==> src/rtl/gnss_pkg.sv <==
// Shared GNSS code-generator types and GPS C/A defaults.
package gnss_pkg;

   typedef enum logic [1:0] {
      SLEW_IDLE,
      SLEW_RETARD,
      SLEW_ADVANCE
   } slew_state_t;

   localparam int unsigned CODE_LEN_CA = 1023;
   localparam logic [9:0]  G1_MASK_CA  = 10'b10_0000_0100;
   localparam logic [9:0]  G2_MASK_CA  = 10'b11_1010_0110;
   localparam logic [3:0]  T0_PRN1     = 4'd2;
   localparam logic [3:0]  T1_PRN1     = 4'd6;

endpackage

==> src/rtl/lfsr_step.sv <==
// One masked Fibonacci LFSR; bit i holds stage i+1, stage 1 takes the feedback.
module lfsr_step
   import gnss_pkg::*;
#(
   parameter int             N    = 10,
   parameter logic [N-1:0]   MASK = G1_MASK_CA
)
(
   input  logic         clk,
   input  logic         rst,
   input  logic         ld,
   input  logic         en,
   input  logic [N-1:0] seed,
   output logic [N-1:0] q_nxt
);

   logic [N-1:0] q;

   always_comb begin
      q_nxt = q;
      if (ld)
         q_nxt = seed;
      else if (en)
         q_nxt = {q[N-2:0], ^(q & MASK)};
   end

   always_ff @(posedge clk or negedge rst) begin
      if (!rst)
         q <= '1;
      else
         q <= q_nxt;
   end

endmodule

==> src/rtl/gold_code_gen.sv <==
// Gold code generator with early/prompt/late taps, epoch tracking and chip slewing.
module gold_code_gen
   import gnss_pkg::*;
#(
   parameter int           N        = 10,
   parameter int           CODE_LEN = CODE_LEN_CA,
   parameter logic [N-1:0] G1_MASK  = G1_MASK_CA,
   parameter logic [N-1:0] G2_MASK  = G2_MASK_CA,
   parameter int           PW       = $clog2(CODE_LEN)
)
(
   input  logic          clk,
   input  logic          rst,
   input  logic          chip_en,
   input  logic          load,
   input  logic [N-1:0]  g1_init,
   input  logic [N-1:0]  g2_init,
   input  logic [3:0]    t0,
   input  logic [3:0]    t1,
   input  logic          slew_req,
   input  logic          slew_dir,
   input  logic [PW-1:0] slew_cnt,
   output logic          slew_busy,
   output logic          chip_e,
   output logic          chip_p,
   output logic          chip_l,
   output logic          epoch,
   output logic [PW-1:0] phase
);

   localparam logic [PW-1:0] LAST = PW'(CODE_LEN - 1);

   slew_state_t   state;
   logic [PW-1:0] rem;
   logic [N-1:0]  g1_seed, g2_seed;
   logic [N-1:0]  g1_src, g2_src;
   logic [N-1:0]  g1_nxt, g2_nxt;
   logic [3:0]    t0_r, t1_r, t0_nxt, t1_nxt;
   logic          step, wrap, reseed;

   // Tap selects are 1-based stage numbers; out-of-range selects contribute 0.
   function automatic logic raw_chip(input logic [N-1:0] g1, input logic [N-1:0] g2,
                                     input logic [3:0] ta, input logic [3:0] tb);
      logic sa, sb;
      sa = 1'b0;
      sb = 1'b0;
      for (int unsigned i = 0; i < N; i++) begin
         if (ta == 4'(i + 1)) sa = g2[i];
         if (tb == 4'(i + 1)) sb = g2[i];
      end
      return (ta == 4'd0) ? (g1[N-1] ^ g2[N-1]) : (g1[N-1] ^ sa ^ sb);
   endfunction

   always_comb begin
      step = 1'b0;
      if (!load) begin
         case (state)
            SLEW_IDLE:    step = chip_en;
            SLEW_ADVANCE: step = 1'b1;
            default:      step = 1'b0;
         endcase
      end
      wrap   = step && (phase == LAST);
      reseed = load || wrap;
      g1_src = load ? g1_init : g1_seed;
      g2_src = load ? g2_init : g2_seed;
      t0_nxt = load ? t0 : t0_r;
      t1_nxt = load ? t1 : t1_r;
   end

   lfsr_step #(.N(N), .MASK(G1_MASK)) u_g1 (
      .clk   (clk),
      .rst   (rst),
      .ld    (reseed),
      .en    (step),
      .seed  (g1_src),
      .q_nxt (g1_nxt)
   );

   lfsr_step #(.N(N), .MASK(G2_MASK)) u_g2 (
      .clk   (clk),
      .rst   (rst),
      .ld    (reseed),
      .en    (step),
      .seed  (g2_src),
      .q_nxt (g2_nxt)
   );

   always_ff @(posedge clk or negedge rst) begin
      if (!rst) begin
         g1_seed   <= '1;
         g2_seed   <= '1;
         t0_r      <= T0_PRN1;
         t1_r      <= T1_PRN1;
         phase     <= '0;
         chip_e    <= raw_chip('1, '1, T0_PRN1, T1_PRN1);
         chip_p    <= 1'b0;
         chip_l    <= 1'b0;
         epoch     <= 1'b0;
         state     <= SLEW_IDLE;
         rem       <= '0;
         slew_busy <= 1'b0;
      end else begin
         epoch  <= 1'b0;
         // chip_e follows the LFSR next-state so it lands on the same edge as the step.
         chip_e <= raw_chip(g1_nxt, g2_nxt, t0_nxt, t1_nxt);
         if (load) begin
            g1_seed   <= g1_init;
            g2_seed   <= g2_init;
            t0_r      <= t0;
            t1_r      <= t1;
            phase     <= '0;
            chip_p    <= 1'b0;
            chip_l    <= 1'b0;
            state     <= SLEW_IDLE;
            rem       <= '0;
            slew_busy <= 1'b0;
         end else begin
            if (step) begin
               chip_p <= chip_e;
               chip_l <= chip_p;
               if (wrap) begin
                  phase <= '0;
                  epoch <= 1'b1;
               end else begin
                  phase <= phase + 1'b1;
               end
            end
            case (state)
               SLEW_IDLE: begin
                  if (slew_req && (slew_cnt != '0)) begin
                     state     <= slew_dir ? SLEW_ADVANCE : SLEW_RETARD;
                     rem       <= slew_cnt;
                     slew_busy <= 1'b1;
                  end
               end
               SLEW_RETARD: begin
                  if (chip_en) begin
                     rem <= rem - 1'b1;
                     if (rem == PW'(1)) begin
                        state     <= SLEW_IDLE;
                        slew_busy <= 1'b0;
                     end
                  end
               end
               SLEW_ADVANCE: begin
                  if (!chip_en) begin
                     rem <= rem - 1'b1;
                     if (rem == PW'(1)) begin
                        state     <= SLEW_IDLE;
                        slew_busy <= 1'b0;
                     end
                  end
               end
               default: begin
                  state     <= SLEW_IDLE;
                  slew_busy <= 1'b0;
               end
            endcase
         end
      end
   end

endmodule

==> config.mk <==
export PLATFORM = sky130hd
export DESIGN_NAME = gold_code_gen
export DESIGN_NICKNAME = d
export VERILOG_FILES = /design/src/rtl/gnss_pkg.sv /design/src/rtl/lfsr_step.sv /design/src/rtl/gold_code_gen.sv
export SDC_FILE = /design/constraint.sdc
export NUM_CORES = 1
export LEC_CHECK = 0
export CORE_ASPECT_RATIO = 1.2
export CORE_UTILIZATION = 43
export DETAILED_ROUTE_END_ITERATION = 16
export GPL_ROUTABILITY_DRIVEN = 0
export PLACE_DENSITY_LB_ADDON = 0.25
export SYNTH_ARGS = -nofsm -noshare
export SYNTH_HDL_FRONTEND = slang
export SYNTH_HIERARCHICAL = 1
export SYNTH_SLANG_ARGS = --single-unit
==> constraint.sdc <==
create_clock -name clk -period 8.5 [get_ports clk]
set_input_delay 2.55 -clock clk [delete_from_list [all_inputs] [get_ports clk]]
set_output_delay 2.55 -clock clk [all_outputs]
set_load 0.01 [all_outputs]
==> out/results.ini <==
[synthesis]
synth_seq_cells = 75
synth_most_common_cell = dfstp_2
synth_top_area_share = 0.289
synth_area_leaders = dfstp_2 (29%), dfrtp_1 (19%), mux2_2 (6.8%)
avgSynthCellArea_um2 = 10.4
netlist-cell-type-count = 54
seq_area_frac_synth = 0.483
synth_common_cells = dfstp_2 (44), nand2_1 (40), dfrtp_1 (31)
postSynthCellCount = 384
synth-main-ff-cell = dfstp_2
synth-edff-count = 0
synth_warnings = 6
async_flop_share = 1.00
post-synth-top-area-cell = dfstp_2
netlist_area_um2 = 4000
synth_nets = 435

[flow_run]
max_cap_viol_count = 0

[worst_setup_path]
arrival_ps = 6220
crit_start = chip_en
cp_cell_sequence = clkdlybuf4s50_1 > a21oi_1 > or2_2 > nor3_1 > or2_2 > o21ai_0 > mux2_2 > a31oi_1 > o311ai_1 > a32oi_1 > o21ai_0 > a31oi_1 > xor2_1
r2r-start = state[0]
cpMaxStageDelayCell = or2_2
required_ps = 8780
endpoint = chip_e
path_delay_family = compound AO/OA/AOI/OAI gates
r2r-end = chip_e
r2r_slack_ps = 4500
crit_buf_inv = 1
critPathKind = in -> reg
crit_cells = 13
start_kind = input pin
crit_fanout = 47
r2r_cells = 14
max_stage_delay_ps = 650
end_kind = register

[final_layout]
multi_input_area_um2 = 1920
final_area_um2 = 4870
fin_util = 0.539
drive_gt1_frac = 0.223
antenna_cells = 0
stdcell_count = 564
regArea_um2 = 1930
area_growth_pct = 21.6
num-nets-final = 490
fill_cells = 819

[place]
dp_cells = 548
dpl_cell_area_um2 = 4640
pre_cts_ws_ps = 2220
port_buffers = 58
dp_hpwl_um = 5640

[clock_tree]
clock_latency_ps = 360
root_buffer = clkbuf_8
clk_pin_slew_worst_paths_ps = 80
tritoncts = done
post_cts_buffers = 0
cts_hold_buf = 0
cts_max_level = 3
cts_num_sinks = 75
cts_buffers = 9
clk_path_buf_depth = 2
cts_resized = 0

[min_path]
hold_start = slew_busy
hold_path_class = reg -> reg

[pwr]
power_mw = 1.22
power.density_nw_per_um2 = 251
ir_drop_mv = 0.134
leakage_nw = 1.94

[die]
row_count = 38
io_pins = 59
die_w_um = 90.0
die_h_um = 108
die_area_um2 = 9690
initial_core_util = 0.443
core_area_um2 = 9030

[outcome]
status = finished clean

[timing]
setup_slack_ps = 2560
timing_hold_violations_final = 0
fmax_mhz = 168
drv_slew = 0
holdWs_ps = 512
worst_pin_slew_ps = 935
finalSetupTns_ps = 0
post-route-min-period_ps = 5940
setup_viol_count_final = 0
final.period_utilization = 0.699
fin_skew_ps = 9.20
relSlewSlack = 0.377
rsz0062_at_grt = no

[grt]
overflow = 0
groute.usage.overall = 0.184
antenna_found_initial = 0
grt_pass1_wl_um = 14200
grt_pass1_vias = 2963
grt_max_degree = 76

[route]
wl_um = 8220
wl_per_cell_um = 14.6
initialDrtViolationCount = 118
first_pass_iters = 4
vias_per_cell = 5.32
num_vias = 3002
drcViolationCount = 0
ant_nets = 0

-- area by class of cell --
class,count,share of cell area
sequential,75,0.397
multi-input combinational,279,0.395
timing repair buffer,61,0.122
tap,120,0.0309
clock buffer,9,0.0255
clock inverter,7,0.0201
inverter,13,0.0100
-- sequential cells by signal, summed over array words and instances, names as in the netlist --
name	count
chip_e	1
chip_l	1
chip_p	1
epoch	1
g1_seed	10
g2_seed	10
phase	10
rem	10
slew_busy	1
state	2
t0_r	4
t1_r	4
u_g1/q	10
u_g2/q	10
-- cell families after synthesis --
logic type / after synthesis / share of synthesized area
and+or+nand+nor: 124 / 0.151
AOI/OAI and AO/OA: 82 / 0.127
DFF: 75 / 0.483
muxes: 54 / 0.149
buffers and inverters: 30 / 0.0369
xor gates and xnor gates: 12 / 0.0316
adders and majority gates: 7 / 0.0219
-- layer usage --
layer | vias to the layer above | track usage | wire length (um)
met4 | 0 | 0.0806 | 123
met3 | 11 | 0.0304 | 317
met1 | 1445 | 0.247 | 3980
met5 | - | 0 | 0
met2 | 66 | 0.296 | 3790
li1 | 1480 | - | -
-- worst register-to-register path: stages, from the launching register on --
cell,delay [ps]
dfrtp_1,400
inv_1,90
ha_1,240
a21oi_1,120
or2_2,330
nor3_1,250
or2_2,650
o21ai_0,410
mux2_2,360
a31oi_1,170
o311ai_1,120
a32oi_1,280
o21ai_0,130
a31oi_1,220
xor2_1,160
-- where the power goes --
group	total [mW]	switching [mW]	internal, mW
registers	0.504	0.0572	0.447
logic	0.407	0.219	0.188
clock network	0.310	0.142	0.168
total	1.22	0.418	0.802
-- how the worst min path moves through the flow --
stage / to / cells past startpoint
6_report: slew_busy / 1
4_1_cts: slew_busy / 1
3_5_place_dp: slew_busy / 1
3_3_place_gp: chip_l / 1
5_1_grt: slew_busy / 1
2_1_floorplan: t1_r[3] / 2
-- placed cells by master (no fill, tap or decap), types with 9 or more instances in the layout --
cell | synthesis | routed
dfrtp_1 | 31 | 31
mux2_2 | 24 | 24
dfstp_2 | 44 | 44
nand2_1 | 40 | 40
nand2b_1 | 11 | 11
mux2i_1 | 26 | 26
nor2_1 | 25 | 25
o21ai_0 | 30 | 30
o21ai_1 | 11 | 11
clkbuf_8 | 0 | 9
nand3_1 | 10 | 10
clkdlybuf4s50_1 | 0 | 56
inv_1 | 12 | 12
No activity file was read; power rests on OpenSTA's default activity.
